**src/rtl/top_level_dec.sv**
```systemverilog
// top_level_dec: RSA decryption, message = cipher^d mod n, using right-to-left
// binary exponentiation and one shared bit-serial interleaved modular multiplier
// (one multiplier bit per cycle, WIDTH+1 cycles per modmul).
// Optional build macro: DEC_EARLY_EXIT_EN stops the exponent scan once the
// remaining exponent bits are all zero. The result is unchanged; only latency
// shrinks.
// Handshake: start is a single-cycle request sampled only in IDLE. busy is high
// from the cycle after acceptance until done rises. done is a level that holds
// message and err until the next accepted start.
module top_level_dec #(
  parameter int WIDTH = 128
) (
  input  logic             clk,
  input  logic             reset,
  input  logic             start,
  input  logic [WIDTH-1:0] cipher_in,
  input  logic [WIDTH-1:0] d_key,
  input  logic [WIDTH-1:0] n,
  output logic [WIDTH-1:0] message,
  output logic             done,
  output logic             busy,
  output logic             err,
  output logic [2:0]       o_dbg_state
);

  localparam int CW = $clog2(WIDTH + 1);

`ifdef DEC_EARLY_EXIT_EN
  localparam bit EARLY_EXIT = 1'b1;
`else
  localparam bit EARLY_EXIT = 1'b0;
`endif

  typedef enum logic [2:0] {
    S_IDLE = 3'd0,
    S_PREP = 3'd1,
    S_STEP = 3'd2,
    S_MULT = 3'd3,
    S_SQR  = 3'd4,
    S_FIN  = 3'd5
  } state_t;

  state_t           r_state;
  logic [WIDTH-1:0] r_c;
  logic [WIDTH-1:0] r_d;
  logic [WIDTH-1:0] r_n;
  logic [WIDTH-1:0] r_base;
  logic [WIDTH-1:0] r_result;
  logic             r_nbad;
  logic [CW-1:0]    r_exp_cnt;
  // Modular-multiplier datapath: the first cycle in PREP/MULT/SQR is the load cycle.
  logic             r_mm_load;
  logic [CW-1:0]    r_mm_cnt;
  logic [WIDTH-1:0] r_mm_a;
  logic [WIDTH-1:0] r_mm_b;
  logic [WIDTH-1:0] r_mm_r;

  logic [WIDTH:0]   w_n_ext;
  logic [WIDTH:0]   w_dbl;
  logic [WIDTH:0]   w_red1;
  logic [WIDTH:0]   w_sum;
  logic [WIDTH-1:0] w_mm_next;
  logic             w_mm_last;
  logic             w_exp_last;
  logic [WIDTH-1:0] w_d_shift;
  logic             w_sqr_fin;
  logic             w_prep_fin;
  logic [WIDTH-1:0] w_ld_a;
  logic [WIDTH-1:0] w_ld_b;

  // One interleaved step: r = 2r mod n, then add a when the current b bit is set.
  // r < n holds on entry, so every intermediate fits in WIDTH+1 bits.
  always_comb begin
    w_n_ext   = {1'b0, r_n};
    w_dbl     = {r_mm_r, 1'b0};
    w_red1    = (w_dbl >= w_n_ext) ? (w_dbl - w_n_ext) : w_dbl;
    w_sum     = w_red1 + (r_mm_b[WIDTH-1] ? {1'b0, r_mm_a} : '0);
    w_mm_next = (w_sum >= w_n_ext) ? (w_sum[WIDTH-1:0] - r_n) : w_sum[WIDTH-1:0];
  end

  // Loop-control terms for the exponent scan and the multiplier iterations.
  always_comb begin
    w_mm_last  = (r_mm_cnt == CW'(WIDTH - 1));
    w_exp_last = (r_exp_cnt == CW'(WIDTH - 1));
    w_d_shift  = r_d >> 1;
    w_sqr_fin  = w_exp_last || (EARLY_EXIT && (w_d_shift == '0));
    w_prep_fin = EARLY_EXIT && (r_d == '0);
  end

  // Multiplier operand selection for the load cycle of each modmul phase.
  always_comb begin
    w_ld_a = r_base;
    w_ld_b = r_base;
    case (r_state)
      S_PREP: begin
        w_ld_a = WIDTH'(1);
        w_ld_b = r_c;
      end
      S_MULT: begin
        w_ld_a = r_result;
        w_ld_b = r_base;
      end
      default: begin
        w_ld_a = r_base;
        w_ld_b = r_base;
      end
    endcase
  end

  // Control FSM with registered outputs and the multiplier datapath registers.
  always_ff @(posedge clk) begin
    if (reset) begin
      r_state   <= S_IDLE;
      message   <= '0;
      done      <= 1'b0;
      busy      <= 1'b0;
      err       <= 1'b0;
      r_c       <= '0;
      r_d       <= '0;
      r_n       <= '0;
      r_base    <= '0;
      r_result  <= '0;
      r_nbad    <= 1'b0;
      r_exp_cnt <= '0;
      r_mm_load <= 1'b0;
      r_mm_cnt  <= '0;
      r_mm_a    <= '0;
      r_mm_b    <= '0;
      r_mm_r    <= '0;
    end else begin
      case (r_state)
        S_IDLE: begin
          if (start) begin
            r_c       <= cipher_in;
            r_d       <= d_key;
            r_n       <= n;
            done      <= 1'b0;
            err       <= 1'b0;
            busy      <= 1'b1;
            r_exp_cnt <= '0;
            r_mm_load <= 1'b1;
            // A modulus below 2 has no valid residue system: report at FIN.
            if (n < WIDTH'(2)) begin
              r_nbad   <= 1'b1;
              r_result <= '0;
              r_state  <= S_FIN;
            end else begin
              r_nbad   <= 1'b0;
              r_result <= WIDTH'(1);
              r_state  <= S_PREP;
            end
          end
        end

        S_STEP: begin
          r_state <= r_d[0] ? S_MULT : S_SQR;
        end

        S_PREP, S_MULT, S_SQR: begin
          if (r_mm_load) begin
            r_mm_r    <= '0;
            r_mm_a    <= w_ld_a;
            r_mm_b    <= w_ld_b;
            r_mm_cnt  <= '0;
            r_mm_load <= 1'b0;
          end else begin
            r_mm_r   <= w_mm_next;
            r_mm_b   <= {r_mm_b[WIDTH-2:0], 1'b0};
            r_mm_cnt <= r_mm_cnt + CW'(1);
            if (w_mm_last) begin
              r_mm_load <= 1'b1;
              case (r_state)
                S_PREP: begin
                  r_base  <= w_mm_next;
                  r_state <= w_prep_fin ? S_FIN : S_STEP;
                end
                S_MULT: begin
                  r_result <= w_mm_next;
                  r_state  <= S_SQR;
                end
                default: begin
                  r_base    <= w_mm_next;
                  r_d       <= w_d_shift;
                  r_exp_cnt <= r_exp_cnt + CW'(1);
                  r_state   <= w_sqr_fin ? S_FIN : S_STEP;
                end
              endcase
            end
          end
        end

        S_FIN: begin
          message <= r_result;
          err     <= r_nbad;
          done    <= 1'b1;
          busy    <= 1'b0;
          r_state <= S_IDLE;
        end

        default: r_state <= S_IDLE;
      endcase
    end
  end

  assign o_dbg_state = r_state;

endmodule

```
**config.mk**
```make
export PLATFORM = sky130hd
export DESIGN_NAME = top_level_dec
export DESIGN_NICKNAME = d
export VERILOG_FILES = /design/src/rtl/top_level_dec.sv
export SDC_FILE = /design/constraint.sdc
export NUM_CORES = 2
export LEC_CHECK = 0
export CORE_MARGIN = 3
export CORE_UTILIZATION = 48
export DETAILED_ROUTE_END_ITERATION = 8
export MAX_ROUTING_LAYER = met4
export PLACE_DENSITY = 0.77
export SLEW_MARGIN = 25
export SYNTH_ARGS = -nofsm -noshare
export SYNTH_HDL_FRONTEND = slang
export SYNTH_SLANG_ARGS = --single-unit
```
**constraint.sdc**
```tcl
create_clock -name clk -period 20.4 [get_ports clk]
set_input_delay 4.08 -clock clk [delete_from_list [all_inputs] [get_ports clk]]
set_output_delay 4.08 -clock clk [all_outputs]
set_load 0.1 [all_outputs]
```
# Word level (Yosys, flattened, before mapping)
# Index checks and enable logic that the tools add are counted.
# op_classes
n_addsub	5
n_mul	0
div_mod_pow	0
n_lt_le_gt_ge	3
eq_ne	12
shifts	0
mux	41
n_bitwise	2
n_reduce_logical	13
# ops
operator	count
128-bit 2-to-1 mux	13
128-bit case mux with 2 select lines	3
129-bit by 128-bit greater-or-equal comparator with 1-bit output	2
129-bit by 128-bit adder with 129-bit output	1
129-bit 2-to-1 mux	1
129-bit by 128-bit subtractor with 129-bit output	1
128-bit by 2-bit < comparator with 1-bit output (second input constant)	1
128-bit subtractor	1
8-bit 2-to-1 mux	5
3-bit 2-to-1 mux	6
8-bit by 1-bit adder with 8-bit output (second input constant)	2
8-bit by 7-bit == test with 1-bit output (second input constant)	2
8-bit case mux with 2 select lines	1
2-bit != test (second input constant)	5
5-bit AND reduction	2
3-bit case mux with 3 select lines	1
1-bit case mux with 2 select lines	4
2-bit AND reduction	4
3-bit by 2-bit == test with 1-bit output (second input constant)	2
3-bit == test (second input constant)	2
1-bit 2-to-1 mux	6
3-bit case mux with 2 select lines	1
4-bit AND reduction	1
2-bit nonzero test	2
6 further kinds	7
# word_totals
regBits	1176
latchBits	0
ram_bits	0
rom_bits	0
in_bits	387
out_inout_bits	134
elab_cells	93
mem_count	0

# Logic depth before layout (Yosys ltp)
# depth
ltp_word	9
depth_mapped	48
ltp_nobuf	41

# Least setup slack after synthesis
# No wires, ideal clock.
# synth_timing
path_kind	register -> register
from	reg r_n[43]
to	reg r_result[100]
setup_ns	0.127
arrival_ns	9.328
required_ns	20.273
setup_slack_ns	10.945
path_stages_with_launch	45
n_path_buf	9
synth_period_minus_slack_ns	9.455
path_cell_list	dfxtp_1 > inv_1 > ha_1 > clkbuf_1 > nand4_1 > or4_1 > nor4_1 > nand3_1 > nor3_1 > a21oi_1 > o31ai_1 > or2_2 > clkbuf_1 > clkbuf_1 > clkbuf_1 > a21oi_1 > ha_1 > clkbuf_1 > [9 not listed] > ha_1 > clkbuf_1 > nand2_1 > nor3_1 > and3_1 > a41o_1 > a211oi_1 > o2bb2ai_1 > a2111oi_2 > nor3_1 > o31ai_4 > nand2_2 > o21ai_2 > buf_6 > buf_12 > buf_6 > mux2i_1 > o21ai_0
# synth_via
elab_chain_cells	9
elab_cells_between_ends	11
classes_between	add/sub: 3; order compare: 2; mux: 6
# synth_rtl
element	line_no	rtl
start: declaration	46	logic [WIDTH-1:0] r_n;
start signal: assignment	136	r_n <= n;
129-bit by 128-bit subtractor with 129-bit output / 129-bit by 128-bit greater-or-equal comparator with 1-bit output (equally long branches)	76	w_red1 = (w_dbl >= w_n_ext) ? (w_dbl - w_n_ext) : w_dbl;
129-bit 2-to-1 mux	76	
129-bit by 128-bit adder with 129-bit output	77	w_sum = w_red1 + (r_mm_b[WIDTH-1] ? {1'b0, r_mm_a} : '0);
128-bit subtractor / 129-bit by 128-bit greater-or-equal comparator with 1-bit output (equally long branches)	78	w_mm_next = (w_sum >= w_n_ext) ? (w_sum[WIDTH-1:0] - r_n) : w_sum[WIDTH-1:0];
128-bit 2-to-1 mux *	78	
128-bit 2-to-1 mux *	172	case (r_state)
128-bit 2-to-1 mux *	170	if (w_mm_last) begin
128-bit 2-to-1 mux *	160	if (r_mm_load) begin
128-bit case mux with 2 select lines *	131	case (r_state)
end signal: assignment	178	r_result <= w_mm_next;
end: declaration	48	logic [WIDTH-1:0] r_result;
# Every way passes the cells marked *; elsewhere a longest branch is shown, timed or not. The select of a mux whose other input is x is not followed.
# A chain may end at the register's enable or synchronous reset.

# Worst setup path in the final report
# layout_timing
from	reg r_n[42]
to	reg r_result[34]
# layout_via
elab_chain_cells	9
elab_cells_between_ends	11
classes_between	add/sub: 3; order compare: 2; mux: 6
# layout_rtl
element	line_no
129-bit by 128-bit subtractor with 129-bit output / 129-bit by 128-bit greater-or-equal comparator with 1-bit output (equally long branches)	76
129-bit 2-to-1 mux	76
129-bit by 128-bit adder with 129-bit output	77
129-bit by 128-bit greater-or-equal comparator with 1-bit output / 128-bit subtractor (equally long branches)	78
128-bit 2-to-1 mux *	78
128-bit 2-to-1 mux *	172
128-bit 2-to-1 mux *	170
128-bit 2-to-1 mux *	160
128-bit case mux with 2 select lines *	131
# Marks and branches as above.

==> summary.txt <==
Die
  – Starting Density: 48.5%
  – Die W: 396 um
  – Io pins: 521
  – Row Count: 142
  – Die ar.: 157,000 um2
  – Core Box Area: 150,000 um2
  – Die height: 396 um

Yosys
  – Most common cell in the netlist: nand2_1
  – Post-Syn Area per Cell: 7.21 um2
  – Synth top area share: 32.3%
  – Number of synthesized flops with an enable pin: 0
  – #FFs+latches synth: 1,176
  – Yosys warnings: 0
  – Post-synthesis sequential area ratio: 32.3%
  – Mapped Nets: 10,884
  – Distinct cells, synth: 84
  – Main area contributors after synthesis: dfxtp_1, nand2_1, a21oi_1
  – Post-synth top flop: dfxtp_1
  – Leading cell types by count after synthesis: nand2_1, a21oi_1, dfxtp_1
  – Ys async rst share: 0%
  – Mapped Area: 72,900 um2
  – Cells after synthesis: 10,107
  – Dominant cell type by area after synthesis: dfxtp_1

Placed design
  – Final Wtd Congestion: 1.05
  – Buffers on Ports: 520
  – DP HPWL: 246,000 um

Drt
  – WL/cell: 26.3 um
  – Via/cell ratio: 6.39
  – Vias: 78,057
  – Drt total wl: 321,000 um
  – Drt first-iter violations: 9,397
  – Number of nets with antenna violations after routing: 0
  – DRC Markers: 0
  – First drt pass iteration count: 9

Global routing
  – All-Layer GR Usage: 40.3%
  – Initial antenna violation count: 11
  – Maximum number of pins on one net before global-route repair: 263
  – Routing usage on met3: 7.20%
  – Met1 Track Usage GR: 54.6%
  – GRT met2 Usage: 59.9%
  – First-pass GRT wire length: 473,000 um
  – Total grt overflow: 0
  – GR peak layer: met2
  – Vias in the first global route: 72,958

Clock network
  – Post-CTS Setup Bufs: 0
  – Clk_lat worst skew: 810 ps
  – Hold-fix buffers, CTS: 0
  – CTS tree: done
  – CTS sink count: 1,176
  – Clk root buf: clkbuf_16
  – Reg clk slew, reported paths: 60 ps
  – Post-CTS resize count: 0
  – H-tree levels: 4
  – Clk buf depth: 3
  – Num CTS Buffers: 133

Timing
  – Pins Over Slew Limit: 0
  – Skew final: 29.8 ps
  – Setup Viol. Count Final: 0
  – Worst-margin pin slew: 1110 ps
  – Crit path time final: 15,680 ps
  – Final Hold Viols: 0
  – Final TNS setup: 0 ps
  – Fin crit share: 76.8%
  – RSZ-0062 raised after global routing: no
  – Worst slew margin: 25.7%
  – Achievable Freq: 0.0638 GHz

Final layout
  – Area grow syn2layout: 14.3%
  – Layout cells sized above 1: 3.84%
  – Number of nets in the layout: 10,852

Setup path
  – Critical Path Stages: 40
  – Crit path capture type: flop
  – Worst reg2reg endpoint: r_result[34]$_SDFFE_PP0P_
  – Max incr delay on CP: 890 ps
  – Slowest stage cell on the critical path: or2_4
  – CP max FO: 81
  – R2r setup slk: 4720 ps
  – Critical Path End: r_result[34]$_SDFFE_PP0P_
  – Worst path bufs/invs: 6
  – Req. time, crit path: 21,040 ps
  – R2R depth: 40
  – Crit-path leading delay family: simple AND/OR/NAND/NOR gates
  – Crit path launch: r_n[42]$_SDFFE_PP0P_
  – R2r startpoint: r_n[42]$_SDFFE_PP0P_
  – Setup CP Type: flop to flop
  – CP Launch Type: flop
  – CP Data Arrival Time: 16,310 ps

Status
  – Status: completed

Worst hold path
  – Min-delay worst type: flop to flop

Job
  – Max_cap viols: 0
worst reg2reg max path: cells and delay by family (launching register included):
kind	cells	cell delay, ps
AO/OA/AOI/OAI	14	4360
AND/OR/NAND/NOR	15	5930
adder cells (fa/ha/maj)	3	1180
flip-flops	1	330
buffers and inverters	6	2610
multiplexers	1	710
XOR/XNOR	1	390
sequential cells by signal, indices dropped and copies added (netlist names):
register / count
r_exp_cnt: 8
r_mm_a: 128
r_d: 128
busy: 1
message: 128
err: 1
r_mm_b: 128
done: 1
r_mm_load: 1
r_base: 128
r_mm_cnt: 8
r_n: 128
r_result: 128
r_c: 128
r_mm_r: 128
o_dbg_state: 3
r_nbad: 1
stage by stage:
stage	utilization, %	cells	worst slack (ps)	hold WS, ps	instance area (um2)
CTS	55.4	12195	5210	455	83200
floorplan	-	10107	10940	432	72900
global placement	52.3	11952	2300	441	78600
detailed placement	52.3	11954	5320	447	78600
global route	55.4	12206	4310	470	83300
finish	55.4	12208	4720	454	83300
layout make-up:
cell class	instances	area (um2)
multi-input combinational	7894	45600
sequential	1176	23600
inverter	257	965
clock buffer	185	3860
fill	14124	67000
tap	2016	2520
clock inverter	56	756
antenna	11	27.5
timing repair buffer	613	6050
placed cells by master (no fill, tap or decap), drive strengths merged, types with 94 or more instances in the layout:
cell type and instances:
dfxtp 1176, xor2 163, nand3 231, ha 387
nand2 1839, mux2i 129, xnor2 210, nor3 109
a311oi 385, a211oi 166, inv 264, o21ai 706
clkbuf 185, a21oi 1293, a21o 178, nor2 1045
o21bai 111, nand4 182, buf 94, clkdlybuf4s50 519
and2 154
per-layer routing:
metal | share of wire (%) | wire length, um | vias up
met2 | 43 | 138000 | 4056
li1 | - | - | 35687
met3 | 9.1 | 29200 | 673
met5 | 0 | 0 | -
met4 | 4.3 | 13700 | 0
met1 | 44 | 140000 | 37641
cells by family (layout without fill, tap and decap cells):
group	Yosys count	after routing	synth area share, %
AO/OA/AOI/OAI	3176	3176	26.8
XOR/XNOR	373	373	4.48
adder cells (fa/ha/maj)	390	390	6.72
buffers and inverters	1037	1111	5.48
flip-flops	1176	1176	32.3
multiplexers	131	131	1.80
other	0	11	0
AND/OR/NAND/NOR	3824	3824	22.5
worst min-delay path by stage:
| stage | slack (ps) | endpoint | depth (start not counted) | startpoint |
|---|---|---|---|---|
| after CTS | 460 | message[77]$_SDFFE_PP0P_ | 2 | message[77]$_SDFFE_PP0P_ |
| after global placement | 440 | r_n[33]$_SDFFE_PP0P_ | 2 | r_n[33]$_SDFFE_PP0P_ |
| after floorplan | 430 | err$_SDFFE_PP0P_ | 2 | r_nbad$_SDFFE_PP0P_ |
| final | 450 | r_c[58]$_SDFFE_PP0P_ | 2 | r_c[58]$_SDFFE_PP0P_ |
| after detailed placement | 450 | message[34]$_SDFFE_PP0P_ | 2 | message[34]$_SDFFE_PP0P_ |
| after global routing | 470 | r_n[53]$_SDFFE_PP0P_ | 2 | r_n[53]$_SDFFE_PP0P_ |
Power is left out: the tool's default activity adds up to more than one toggle a clock period on the data nets, which glitch-free logic cannot reach.
